$ cat config.mk
export PLATFORM = sky130hd
export DESIGN_NAME = wb_gpio_irq_flat
export DESIGN_NICKNAME = d
export VERILOG_FILES = /design/src/rtl/wb_gpio_irq_if.sv /design/src/rtl/wb_gpio_irq.sv /design/src/flat_wrapper.sv
export SDC_FILE = /design/constraint.sdc
export NUM_CORES = 1
export LEC_CHECK = 0
export BUFFER_PORTS_ARGS = -buffer_cell sky130_fd_sc_hd__buf_2
export CORE_AREA = 3 3 79 81
export CTS_CLUSTER_DIAMETER = 200
export DETAILED_ROUTE_END_ITERATION = 8
export DIE_AREA = 0 0 82 84
export PLACE_DENSITY = 0.8
export SETUP_SLACK_MARGIN = 0.1
export SYNTH_ARGS = -nofsm -noshare
export SYNTH_HDL_FRONTEND = slang
export SYNTH_SLANG_ARGS = --single-unit
$ cat constraint.sdc
create_clock -name wb_clk_i -period 3.5 [get_ports wb_clk_i]
set_input_delay 0.525 -clock wb_clk_i [delete_from_list [all_inputs] [get_ports wb_clk_i]]
set_output_delay 0.525 -clock wb_clk_i [all_outputs]
set_load 0.05 [all_outputs]
$ cat src/rtl/wb_gpio_irq_if.sv
// Wishbone slave bus bundle for wb_gpio_irq; handshake is stb/cyc in, ack out.
// Single-beat, one wait state per access; no stall signal.
interface wb_gpio_irq_if;
    logic [2:0]  wb_adr_i;
    logic [15:0] wb_dat_i;
    logic [15:0] wb_dat_o;
    logic [1:0]  wb_sel_i;
    logic        wb_we_i;
    logic        wb_stb_i;
    logic        wb_cyc_i;
    logic        wb_ack_o;

    modport slave (
        input  wb_adr_i, wb_dat_i, wb_sel_i, wb_we_i, wb_stb_i, wb_cyc_i,
        output wb_dat_o, wb_ack_o
    );

    modport master (
        output wb_adr_i, wb_dat_i, wb_sel_i, wb_we_i, wb_stb_i, wb_cyc_i,
        input  wb_dat_o, wb_ack_o
    );
endinterface

$ cat src/rtl/wb_gpio_irq.sv
// GPIO slave: LEDs, synced switches, debounced pushbuttons with edge events and masked IRQ.
// Bus ack 1 cycle after request, 2 cycles per access; the slave never stalls beyond that.
module wb_gpio_irq #(
    parameter int LED_W = 8,
    parameter int SW_W  = 8,
    parameter int PB_N  = 4,
    parameter int DB_W  = 3
) (
    input  logic              wb_clk_i,
    input  logic              wb_rst_i,
    wb_gpio_irq_if.slave      bus,
    output logic [LED_W-1:0]  leds_o,
    input  logic [SW_W-1:0]   sw_i,
    input  logic [PB_N-1:0]   pb_i,
    input  logic              tick_i,
    output logic [PB_N-1:0]   pb_db_o,
    output logic              irq_o
);
    localparam logic [DB_W-1:0] CNT_MAX = '1;

    logic [LED_W-1:0] r_leds;
    logic [SW_W-1:0]  r_sw_s1, r_sw_s2;
    logic [PB_N-1:0]  r_pb_s1, r_pb_s2;
    logic             r_tick_s1, r_tick_s2, r_tick_old;
    logic [DB_W-1:0]  r_cnt [PB_N];
    logic [PB_N-1:0]  r_db, r_pend, r_mask, r_edge;
    logic [15:0]      r_dat;
    logic             r_ack, r_irq;

    logic             w_req, w_wr, w_tick_p;
    logic [15:0]      w_be, w_rdat;
    logic [PB_N-1:0]  w_db_nx, w_set, w_clr;

    function automatic logic [15:0] merge(input logic [15:0] old_v, input logic [15:0] new_v,
                                          input logic [15:0] be);
        return (old_v & ~be) | (new_v & be);
    endfunction

    assign w_req    = bus.wb_cyc_i & bus.wb_stb_i & ~r_ack;
    assign w_wr     = w_req & bus.wb_we_i;
    assign w_be     = {{8{bus.wb_sel_i[1]}}, {8{bus.wb_sel_i[0]}}};
    assign w_tick_p = r_tick_s2 & ~r_tick_old;

    always_comb begin
        w_rdat = '0;
        case (bus.wb_adr_i)
            3'd0:    w_rdat = 16'(r_sw_s2);
            3'd1:    w_rdat = 16'(r_leds);
            3'd2:    w_rdat = 16'(r_db);
            3'd3:    w_rdat = 16'(r_pend);
            3'd4:    w_rdat = 16'(r_mask);
            3'd5:    w_rdat = 16'(r_edge);
            default: w_rdat = '0;
        endcase
    end

    // A changed input is taken only while the channel's lockout counter sits at all-ones.
    always_comb begin
        w_db_nx = r_db;
        for (int n = 0; n < PB_N; n++) begin
            if (r_cnt[n] == CNT_MAX && r_pb_s2[n] != r_db[n]) begin
                w_db_nx[n] = r_pb_s2[n];
            end
        end
    end

    assign w_set = (w_db_nx & ~r_db) | (~w_db_nx & r_db & r_edge);
    assign w_clr = (w_wr && bus.wb_adr_i == 3'd3) ? PB_N'(bus.wb_dat_i & w_be) : '0;

    always_ff @(posedge wb_clk_i or posedge wb_rst_i) begin
        if (wb_rst_i) begin
            r_leds     <= '0;
            r_sw_s1    <= '0;
            r_sw_s2    <= '0;
            r_pb_s1    <= '0;
            r_pb_s2    <= '0;
            r_tick_s1  <= 1'b0;
            r_tick_s2  <= 1'b0;
            r_tick_old <= 1'b0;
            r_db       <= '0;
            r_pend     <= '0;
            r_mask     <= '0;
            r_edge     <= '0;
            r_dat      <= '0;
            r_ack      <= 1'b0;
            r_irq      <= 1'b0;
            for (int n = 0; n < PB_N; n++) begin
                r_cnt[n] <= CNT_MAX;
            end
        end else begin
            r_sw_s1    <= sw_i;
            r_sw_s2    <= r_sw_s1;
            r_pb_s1    <= ~pb_i;
            r_pb_s2    <= r_pb_s1;
            r_tick_s1  <= tick_i;
            r_tick_s2  <= r_tick_s1;
            r_tick_old <= r_tick_s2;

            r_ack <= w_req;
            if (w_req) begin
                r_dat <= w_rdat;
            end

            if (w_wr && bus.wb_adr_i == 3'd1) begin
                r_leds <= LED_W'(merge(16'(r_leds), bus.wb_dat_i, w_be));
            end
            if (w_wr && bus.wb_adr_i == 3'd4) begin
                r_mask <= PB_N'(merge(16'(r_mask), bus.wb_dat_i, w_be));
            end
            if (w_wr && bus.wb_adr_i == 3'd5) begin
                r_edge <= PB_N'(merge(16'(r_edge), bus.wb_dat_i, w_be));
            end

            // A new event beats a simultaneous software clear.
            r_pend <= (r_pend & ~w_clr) | w_set;
            r_irq  <= |(r_pend & r_mask);
            r_db   <= w_db_nx;

            for (int n = 0; n < PB_N; n++) begin
                if (r_cnt[n] == CNT_MAX && r_pb_s2[n] != r_db[n]) begin
                    r_cnt[n] <= '0;
                end else if (r_cnt[n] != CNT_MAX && w_tick_p) begin
                    r_cnt[n] <= r_cnt[n] + 1'b1;
                end
            end
        end
    end

    assign leds_o       = r_leds;
    assign pb_db_o      = r_db;
    assign irq_o        = r_irq;
    assign bus.wb_dat_o = r_dat;
    assign bus.wb_ack_o = r_ack;
endmodule

$ cat src/flat_wrapper.sv
// flat-port wrapper written by rule: the top's interface ports become plain ports
module wb_gpio_irq_flat 
#(
    parameter int LED_W = 8,
    parameter int SW_W  = 8,
    parameter int PB_N  = 4,
    parameter int DB_W  = 3
)
  (wb_clk_i, wb_rst_i, leds_o, sw_i, pb_i, tick_i, pb_db_o, irq_o, bus_wb_adr_i, bus_wb_dat_i, bus_wb_sel_i, bus_wb_we_i, bus_wb_stb_i, bus_wb_cyc_i, bus_wb_dat_o, bus_wb_ack_o);
  wb_gpio_irq_if bus_i ();
  input  logic wb_clk_i;
  input  logic wb_rst_i;
  output logic [LED_W-1:0] leds_o;
  input  logic [SW_W-1:0] sw_i;
  input  logic [PB_N-1:0] pb_i;
  input  logic tick_i;
  output logic [PB_N-1:0] pb_db_o;
  output logic irq_o;
  input wire logic [$bits(bus_i.wb_adr_i)-1:0] bus_wb_adr_i;
  input wire logic [$bits(bus_i.wb_dat_i)-1:0] bus_wb_dat_i;
  input wire logic [$bits(bus_i.wb_sel_i)-1:0] bus_wb_sel_i;
  input wire logic [$bits(bus_i.wb_we_i)-1:0] bus_wb_we_i;
  input wire logic [$bits(bus_i.wb_stb_i)-1:0] bus_wb_stb_i;
  input wire logic [$bits(bus_i.wb_cyc_i)-1:0] bus_wb_cyc_i;
  output wire logic [$bits(bus_i.wb_dat_o)-1:0] bus_wb_dat_o;
  output wire logic [$bits(bus_i.wb_ack_o)-1:0] bus_wb_ack_o;
  assign bus_i.wb_adr_i = bus_wb_adr_i;
  assign bus_i.wb_dat_i = bus_wb_dat_i;
  assign bus_i.wb_sel_i = bus_wb_sel_i;
  assign bus_i.wb_we_i = bus_wb_we_i;
  assign bus_i.wb_stb_i = bus_wb_stb_i;
  assign bus_i.wb_cyc_i = bus_wb_cyc_i;
  assign bus_wb_dat_o = bus_i.wb_dat_o;
  assign bus_wb_ack_o = bus_i.wb_ack_o;
  wb_gpio_irq #(.LED_W(LED_W), .SW_W(SW_W), .PB_N(PB_N), .DB_W(DB_W)) u_core (.wb_clk_i(wb_clk_i), .wb_rst_i(wb_rst_i), .bus(bus_i), .leds_o(leds_o), .sw_i(sw_i), .pb_i(pb_i), .tick_i(tick_i), .pb_db_o(pb_db_o), .irq_o(irq_o));
endmodule
**Word level (Yosys, flattened, before mapping)**

Index checks and enable logic that the tools add are counted.
W data, S select, Z words.

- Add/subtract/negate cells: 4
- Equality and inequality tests: 17
- Mux-type cells: 14
- Bitwise logic cells: 25
- Reductions and logical operators: 18

Operators by type and width:

| operator | count |
|---|---|
| $pmux W8 S6 | 1 |
| $and A4 B4 Y4 | 7 |
| $mux W3 | 8 |
| $eq A3 B3 Y1 const B | 6 |
| $and A8 B8 Y8 | 2 |
| $not A4 Y4 | 4 |
| $or A4 B4 Y4 | 4 |
| $add A3 B1 Y3 const B | 4 |
| $logic_and A1 B1 Y1 | 12 |
| $ne A3 B3 Y1 const B | 4 |
| $not A8 Y8 | 1 |
| $or A8 B8 Y8 | 1 |
| $reduce_bool A2 Y1 | 4 |
| $eq A3 B2 Y1 const B | 2 |
| $and A1 B1 Y1 | 4 |
| $mux W1 | 4 |
| $mux W4 | 1 |
| $ne A1 B1 Y1 | 4 |
| $reduce_or A4 Y1 | 1 |
| $eq A3 B1 Y1 const B | 1 |
| $logic_not A3 Y1 | 1 |
| $not A1 Y1 | 2 |

- Flip-flop bits (word level): 81
- Output and inout port bits: 30
- Logic and storage cells: 97

**Longest topological paths before layout**

Gate-level depths: netlist of the first run.

- Word-level depth: 8
- Mapped depth: 6
- Mapped depth without buffers: 5

**Worst setup path after synthesis of the first run**

Ideal clock, no wire load.

- Path kind: register -> register
- Start: reg u_core.r_ack (netlist: u_core.bus.wb_ack_o)
- End: reg with a tool-made name
- Library setup time: 125 ps
- Data arrival time: 1641 ps
- Setup slack: 1734 ps
- Stages on the path, launching flop included: 4
- Path buffers: 0
- Clock period less this slack: 1766 ps
- Cells stage by stage: dfrtp_1 -> nand3b_4 -> nor4_4 -> mux2_2

RTL lines:

| element | line | RTL |
|---|---|---|
| start: declaration | wb_gpio_irq.sv:28 | `logic r_ack, r_irq;` |
| start signal: assignment | wb_gpio_irq.sv:99 | `r_ack <= w_req;` |

==> results of run 1 <==
-- layer usage --
layer	part of all wire	up-vias	track usage
met2	0.50	48	0.2917
met5	0	-	0
li1	-	914	-
met3	0.053	10	0.03888
met1	0.44	939	0.2452
met4	0.017	0	0.09517
-- placed cells by master, fill, tap and decap left out, types with 2 or more instances in the layout --
cell type   n
nand2_1    23
nand3_1     5
dfstp_2    12
xnor2_1     4
o221ai_1    2
nand2b_1    2
o32ai_1     2
a221oi_1    2
bufinv_16   4
buf_2      51
a22o_1      4
and2b_1     2
clkbuf_8    9
o21a_1      2
a22oi_1     6
clkinv_2    2
inv_1       8
xor2_1      2
nor2_1      2
ha_1        8
or3_1       3
conb_1      8
mux2i_1    13
mux2_2     30
buf_4       2
o21ai_0    17
dfrtp_1    61
-- cells in the mapped netlist, drive strengths merged --
cell | number | area share
o221ai | 2 | 0.0057
nor4 | 2 | 0.011
xnor2 | 4 | 0.011
dfstp | 12 | 0.10
inv | 9 | 0.011
o21a | 2 | 0.0049
clkbuf | 2 | 0.0024
or3 | 3 | 0.0061
a221oi | 2 | 0.0057
nor2b | 1 | 0.0020
mux2i | 13 | 0.042
nor3 | 1 | 0.0016
buf | 13 | 0.028
o32ai | 2 | 0.0057
nand2 | 23 | 0.028
ha | 8 | 0.033
dfrtp | 61 | 0.50
nor2 | 2 | 0.0024
nand2b | 2 | 0.0041
a22oi | 6 | 0.015
xor2 | 2 | 0.0057
a22o | 4 | 0.011
nand3 | 5 | 0.0081
mux2 | 30 | 0.11
conb | 1 | 0.0012
nor3b | 1 | 0.0061
nand3b | 1 | 0.0065
o21ai | 17 | 0.028
and2b | 2 | 0.0049
-- final cells by class --
class                   instances  share of cell area
clock buffers                  10             0.03520
inverters                       9            0.009317
flip-flops and latches         73              0.5079
well taps                      72             0.02484
clock inverters                 6             0.03589
repair buffers                 53             0.07453
multi-input cells             143              0.3123
-- report_power, final --
group	total (mW)	switching [mW]	internal [mW]	leakage [nW]
sequential	1.21	0.141	1.07	0.877
clock	0.845	0.302	0.543	0.130
combinational	0.708	0.429	0.279	0.760
total	2.76	0.871	1.89	1.77
-- metrics by stage --
step           utilization  hold slack, ns
6_report            0.6545          0.2826
5_1_grt             0.6545          0.2685
4_1_cts             0.6545          0.2675
3_5_place_dp        0.6079          0.3347
3_3_place_gp        0.6079          0.3324
2_1_floorplan            -          0.3312
-- critical path: stages, from the launching register on --
cell and delay [ns]:
dfrtp_1 0.39, nand3b_4 0.27, nor4_4 0.69, mux2_2 0.41
-- path summary, 6_finish.rpt --
path | from | end | slack, ns
max | u_core.bus.wb_ack_o | flop | 1.62
min | sw_i[4] | u_core.r_sw_s1[4] | 0.28
max reg2reg | u_core.bus.wb_ack_o | flop | 1.62
min reg2reg | u_core.r_sw_s1[0] | u_core.r_sw_s2[0] | 0.35
max in group asynchronous | wb_rst_i | u_core.r_cnt[0] | 2.32
min in group asynchronous | wb_rst_i | u_core.r_sw_s1[4] | 0.35
-- kinds of logic after synthesis --
logic type      Yosys count  synth area share
simple gates             43           0.08092
flops                    73            0.5986
buf+inv                  24           0.04189
xor+xnor                  6           0.01708
fa+ha+maj                 8           0.03253
other cells               1          0.001219
compound gates           35           0.07564
mux                      43            0.1521
==> impl_metrics.yaml, run 1 <==
sta:
  fmax_mhz: 530.8
  timing_hold_violations_final: 0
  finalCriticalPeriod_ns: 1.884
  fin_skew_ns: 0.006054
  finalWorstSetupSlack_ns: 1.616
  period_share: 0.5383
  tightest_slew_ns: 0.8567
  finalMaxSlewViolations: 0
  setup_violations: 0
  relSlewSlack: 0.4280
  tns_ns: 0
  rsz0062_at_grt: "no"
grt:
  antenna_found_initial: 0
  grt_pass1_vias: 1968
  grt-ovfl-total: 0
  grt_max_degree: 43
  grt_usage: 0.1877
  grt_pass1_wl_mm: 9.708
cts:
  post_cts_resized: 0
  clk_latency_ns: 0.34
  post_cts_buffers: 0
  clockBufferDepth: 2
  root_buffer: "clkbuf_8"
  cts_hold_buffers: 0
  cts.htree.levels: 3
  cts_sinks: 73
  cts_buffers: 9
  cts_tree: "done"
  clkTransAtPathRegs_ns: 0.07
placed_design:
  place.detailed.hpwl_mm: 3.984
  place.gp.congestion: 0.8044
  port_buffers: 51
  dp_cells: 350
  pre_cts_ws_ns: 1.331
  dpl_cell_area_mm2: 0.003368
setup_path:
  rr_worst_depth: 3
  end_kind: "flop"
  critPathKind: "reg2reg"
  cp.required_ns: 3.73
  crit_fanout: 12
  start_kind: "flop"
  cp.arrival_ns: 2.11
layout:
  multiInputGateArea_mm2: 0.001132
  final_cells: 366
  seqCellArea_mm2: 0.001842
  nets: 336
  syn_to_final_growth_pct: 17.85
  insertedDiodeCount: 0
  stdcell_area_mm2: 0.003626
  drive_gt1_frac: 0.3912
  fillCellCount: 430
yosys:
  syn_inst: 233
  syn_area_mm2: 0.003077
  postSynthAreaPerCell_um2: 13.20
  ys_ff_latch: 73
  ys_warn_count: 0
  ys_types: 31
  seq_area_frac_synth: 0.5986
detailed_routing:
  ant_nets: 0
  wl_mm: 5.690
  num_vias: 1911
  wl_per_cell_um: 15.55
  first_iter_violations: 145
  vias_per_cell: 5.221
  drc: 0
  first_pass_iters: 4
power_and_ir_drop:
  power_density_mw_per_mm2: 762.0
  vdd_drop_max_uv: 365.0
  power_leakage_nw: 1.767
  finalPower_mw: 2.763
min_path:
  hp-class: "in2reg"
  min_path_cells: 1
die:
  start_util: 0.5553
  fp-row-count: 27
  chipHeight_um: 84
  io_pins: 69
  fp.dieW_um: 82
  design.core.area_mm2: 0.005540
  die_area_mm2: 0.006888
run:
  maxCapViolCount: 0
run_status:
  status: "completed"
Note: power is estimated with default switching activity, not from simulation.
==> inputs of run 2 (changes only) <==
--- a/config.mk
+++ b/config.mk
@@ -6,11 +6,11 @@
 export NUM_CORES = 1
 export LEC_CHECK = 0
 export BUFFER_PORTS_ARGS = -buffer_cell sky130_fd_sc_hd__buf_2
-export CORE_AREA = 3 3 79 81
+export CORE_AREA = 3 3 81 83
 export CTS_CLUSTER_DIAMETER = 200
 export DETAILED_ROUTE_END_ITERATION = 8
-export DIE_AREA = 0 0 82 84
-export PLACE_DENSITY = 0.8
+export DIE_AREA = 0 0 84 86
+export PLACE_DENSITY = 0.76
 export SETUP_SLACK_MARGIN = 0.1
 export SYNTH_ARGS = -nofsm -noshare
 export SYNTH_HDL_FRONTEND = slang
==> constraint.sdc (replaced) <==
create_clock -name wb_clk_i -period 1.95 [get_ports wb_clk_i]
set_input_delay 0.2925 -clock wb_clk_i [delete_from_list [all_inputs] [get_ports wb_clk_i]]
set_output_delay 0.2925 -clock wb_clk_i [all_outputs]
set_load 0.05 [all_outputs]
==> run 2 against run 1 <==
Against the previous run: power is 71% higher; clock power up 54%; die area is 4.9% higher; via count grew 2.1%; critical path depth rose by 1; first-iteration DRC count down 6.9%; global-route usage shrank 1.8 points; maximum frequency up 11%; worst hold slack lost 0.25 ns; utilization shrank 4.1 points; worst setup slack worse by 1.4 ns; largest cell class unchanged; highest routed layer unchanged.
==> impl_metrics.yaml, run 2 (synthesis gave the netlist of run 1 again) <==
power_and_ir_drop:
  power_leakage_nw: 1.766
  comb_power_share: 0.268
  vdd_drop_max_uv: 651.3
  p_seq_frac: 0.458
  power_density_mw_per_mm2: 1303
  p_sw_frac: 0.3281
  finalPower_mw: 4.731
  intPower_mw: 3.179
  pwr-share-clk: 0.274
  p_sw_mw: 1.552
grt:
  grt_max_degree: 74
  grt-ovfl-total: 0
  grt_usage: 0.1698
  grt_pass1_vias: 1918
  grt_pass1_wl_mm: 9.377
  antenna_found_initial: 0
cts:
  clk_latency_ns: 0.35
  cts_tree: "done"
  post_cts_resized: 0
  cts_hold_buffers: 0
  cts_buffers: 9
  cts.htree.levels: 3
  clkTransAtPathRegs_ns: 0.08
  post_cts_buffers: 0
  cts_sinks: 73
  clockBufferDepth: 2
  root_buffer: "clkbuf_8"
detailed_routing:
  wl_per_cell_um: 15.06
  num_vias: 1952
  vias_per_cell: 5.247
  drc: 0
  first_pass_iters: 4
  ant_nets: 0
  wl_mm: 5.602
  first_iter_violations: 135
layout:
  fillCellCount: 481
  nets: 339
  final_cell_mix: "dfrtp_1, buf_2, mux2_2, nand2_1, o21ai_0"
  final_common_cell: "dfrtp_1"
  syn_to_final_growth_pct: 18.02
  insertedDiodeCount: 0
  final_cells: 372
  drive_gt1_frac: 0.3973
  finish.utilization: 0.6133
die:
  fp-row-count: 28
  io_pins: 69
  start_util: 0.5197
  chipHeight_um: 86
  fp.dieW_um: 84
  design.core.area_mm2: 0.005921
  die_area_mm2: 0.007224
sta:
  fin_skew_ns: 0.007707
  fmax_mhz: 587.3
  tightest_slew_ns: 0.6042
  timing_hold_violations_final: 0
  finalMaxSlewViolations: 0
  whs_ns: 0.03721
  period_share: 0.8731
  finalCriticalPeriod_ns: 1.703
  tns_ns: 0
  setup_violations: 0
  rsz0062_at_grt: "no"
  relSlewSlack: 0.5938
setup_path:
  critPathKind: "reg2reg"
  crit_fanout: 12
  cp.required_ns: 2.19
  start_kind: "flop"
  cp.arrival_ns: 1.94
  end_kind: "flop"
placed_design:
  dp_cells: 356
  place.gp.congestion: 0.8481
  port_buffers: 51
  place.detailed.hpwl_mm: 4.000
run:
  maxCapViolCount: 0
run_status:
  status: "completed"
min_path:
  hp-class: "in2async"
## run 2: changes by cell type in the layout (fill, tap and decap cells not counted), sizes merged
cell	before	now
buf	53	56
bufinv	4	2
clkbuf	10	11
clkinv	2	3
clkinvlp	0	1
inv	9	8
## run 2: per-layer routing
metal  vias up  share of wire  global-route usage  wire, um
met5         -              0                   0         0
met4         0          0.019             0.07456       107
met3        13          0.044             0.04995       245
met2        41           0.49              0.2610      2717
met1       970           0.45              0.2255      2531
li1        928              -                   -         -
## run 2: worst paths after layout
path                                          end  depth (start not counted)                 from  slack, ns
worst max-delay path             u_core.r_pend[0]                          4  u_core.bus.wb_ack_o       0.25
worst min-delay path            u_core.r_sw_s1[4]                          3             wb_rst_i       0.04
min in group wb_clk_i           u_core.r_sw_s1[6]                          1              sw_i[6]       0.05
max in group asynchronous         u_core.r_cnt[6]                          3             wb_rst_i       1.56
worst max register to register   u_core.r_pend[0]                          4  u_core.bus.wb_ack_o       0.25
worst min register to register  u_core.r_sw_s2[0]                          0    u_core.r_sw_s1[0]       0.35
## run 2: area by class of cell
| class | count | area (um2) | area share |
|---|---|---|---|
| Clock buffer | 11 | 141.4 | 0.03894 |
| Clock inverter | 5 | 78.83 | 0.02171 |
| Inverter | 9 | 37.54 | 0.01034 |
| Multi-Input combinational cell | 143 | 1132 | 0.3119 |
| Sequential cell | 73 | 1842 | 0.5072 |
| Tap cell | 75 | 93.84 | 0.02584 |
| Timing Repair Buffer | 56 | 305.3 | 0.08408 |
## run 2: through the flow
| stage | instance area, um2 | worst slack, ns |
|---|---|---|
| after CTS | 3631 | 0.2389 |
| after floorplan | 3107 | 0.1841 |
| final | 3631 | 0.2474 |
| after global placement | 3411 | 0.3052 |
| after detailed placement | 3411 | 0.2553 |
| after global routing | 3631 | 0.1216 |
## run 2: power groups by stage
stage	clock, mW	sequential [mW]	combinational, mW
6_report	1.30	2.17	1.27
5_1_grt	1.40	2.23	1.40
4_1_cts	1.32	2.18	1.29
3_5_place_dp	0	2.20	1.28
3_3_place_gp	0	2.18	1.24
2_1_floorplan	0	2.47	0.691
## run 2: critical path: stages (launching register included)
cell and delay (ns):
dfrtp_1 0.39, nand3b_4 0.26, nor4_2 0.61, nand2_1 0.13, a22o_1 0.20
==> inputs of run 3 (changes only) <==
--- a/config.mk
+++ b/config.mk
@@ -6,11 +6,11 @@
 export NUM_CORES = 1
 export LEC_CHECK = 0
 export BUFFER_PORTS_ARGS = -buffer_cell sky130_fd_sc_hd__buf_2
-export CORE_AREA = 3 3 81 83
+export CORE_AREA = 3 3 72 108
 export CTS_CLUSTER_DIAMETER = 200
 export DETAILED_ROUTE_END_ITERATION = 8
-export DIE_AREA = 0 0 84 86
-export PLACE_DENSITY = 0.76
+export DIE_AREA = 0 0 75 111
+export PLACE_DENSITY = 0.67
 export SETUP_SLACK_MARGIN = 0.1
 export SYNTH_ARGS = -nofsm -noshare
 export SYNTH_HDL_FRONTEND = slang
==> run 3 against run 2 <==
Against the previous run: non-clock buffer count increased by 1; final area is 0.76% lower; combinational power about the same; worst hold slack improved by 0.00091 ns; first-iteration DRC count decreased by 48%; utilization decreased by 9.1 points; via count decreased by 1.6%; register-to-register slack better by 0.06 ns; wire length down 0.54%.
==> impl_metrics.yaml, run 3 (synthesis gave the netlist of run 1 again) <==
cts:
  clk_latency_ns: 0.34
  cts_sinks: 73
  root_buffer: "clkbuf_8"
  clockBufferDepth: 2
  cts_tree: "done"
  cts_buffers: 9
  clkTransAtPathRegs_ns: 0.07
  post_cts_resized: 0
  cts.htree.levels: 3
  post_cts_buffers: 0
  cts_hold_buffers: 0
die:
  die_area_mm2: 0.008325
  fp-row-count: 37
  design.core.area_mm2: 0.006898
  start_util: 0.4460
  io_pins: 69
  chipHeight_um: 111
  fp.dieW_um: 75
sta:
  fin_skew_ns: 0.006563
  fmax_mhz: 609.5
  rsz0062_at_grt: "no"
  finalCriticalPeriod_ns: 1.641
  finalMaxSlewViolations: 0
  setup_violations: 0
  period_share: 0.8414
  timing_hold_violations_final: 0
  tns_ns: 0
detailed_routing:
  first_pass_iters: 4
  vias_per_cell: 5.109
  wl_per_cell_um: 14.82
  ant_nets: 0
  wl_mm: 5.572
  drc: 0
  num_vias: 1921
  first_iter_violations: 70
layout:
  stdcell_area_mm2: 0.003603
  final_cells: 376
  final_cell_mix: "dfrtp_1, buf_2, mux2_2, nand2_1, o21ai_0"
  multiInputGateArea_mm2: 0.001132
  syn_to_final_growth_pct: 17.12
  drive_gt1_frac: 0.4027
  final_common_cell: "dfrtp_1"
  insertedDiodeCount: 0
  nets: 340
  fillCellCount: 637
  seqCellArea_mm2: 0.001842
setup_path:
  critPathKind: "reg2reg"
  crit_fanout: 6
  path_delay_family: "simple AND/OR/NAND/NOR gates"
  cp.required_ns: 2.18
  crit_chain: "nand3b_4 -> nor4_4 -> buf_4 -> mux2_2"
  critical_path_buf_inv_count: 1
  start_kind: "flop"
  critPathLaunch: "u_core.bus.wb_ack_o"
  ff2ff_setup_slack_ns: 0.31
  cp.arrival_ns: 1.87
  critPathMaxStageDelay_ns: 0.38
  cp_slowest_cell: "dfrtp_1"
  r2r-start: "u_core.bus.wb_ack_o"
  end_kind: "flop"
  rr_worst_depth: 4
min_path:
  hp-class: "in2async"
power_and_ir_drop:
  vdd_drop_max_uv: 641.8
  power_leakage_nw: 1.750
  power_density_mw_per_mm2: 1252
  finalPower_mw: 4.511
placed_design:
  place.detailed.hpwl_mm: 4.077
  port_buffers: 51
  dp_cells: 360
  place.gp.congestion: 0.8444
  dpl_cell_area_mm2: 0.003422
grt:
  grt-ovfl-total: 0
  use_met1: 0.1832
  grt.met2_usage: 0.2305
  grt_max_degree: 74
  grt_pass1_wl_mm: 9.384
  grt_usage: 0.1481
  grt_pass1_vias: 2002
  top_usage_layer: "met2"
  antenna_found_initial: 0
  use_met3: 0.05354
run:
  maxCapViolCount: 0
run_status:
  status: "completed"
[run 3: report_power, final]
part	internal [mW]	leakage (nW)	switching, mW
Sequential	1.92	0.877	0.250
Clock	0.498	0.0922	0.562
Combinational	0.514	0.780	0.769
[run 3: stage by stage]
step	hold WS (ns)	utilization	worst slack, ns
final	0.03812	0.5224	0.3093
after CTS	0.02946	0.5224	0.2933
after floorplan	0.3239	-	0.1841
after detailed placement	0.3347	0.4961	0.2251
after global routing	0.02748	0.5224	0.2376
after global placement	0.3314	0.4961	0.2459
[run 3: final cells by class]
| class | count | share of cell area |
|---|---|---|
| Clock buffer | 10 | 0.03819 |
| Clock inverter | 6 | 0.01215 |
| Inverter | 9 | 0.01042 |
| Multi-Input combinational cell | 143 | 0.3142 |
| Sequential cell | 73 | 0.5111 |
| Tap cell | 78 | 0.02708 |
| Timing Repair Buffer | 57 | 0.08681 |
[run 3: worst max path at each step]
stage | cells past startpoint | slack (ns) | endpoint
global placement | 5 | 0.25 | flop
CTS | 4 | 0.29 | flop
global route | 4 | 0.24 | u_core.r_cnt[7]
detailed placement | 5 | 0.23 | flop
floorplan | 3 | 0.18 | flop
finish | 4 | 0.31 | flop
[run 3: routing by layer]
metal	routed length (um)	vias up
met3	331	12
met1	2320	935
met2	2782	49
met4	137	0
li1	-	925
met5	0	-
[run 3: tightest hold or removal path, stage by stage]
cell and delay (ns):
buf_2 0.11, clkinvlp_4 0.07, buf_12 0.32
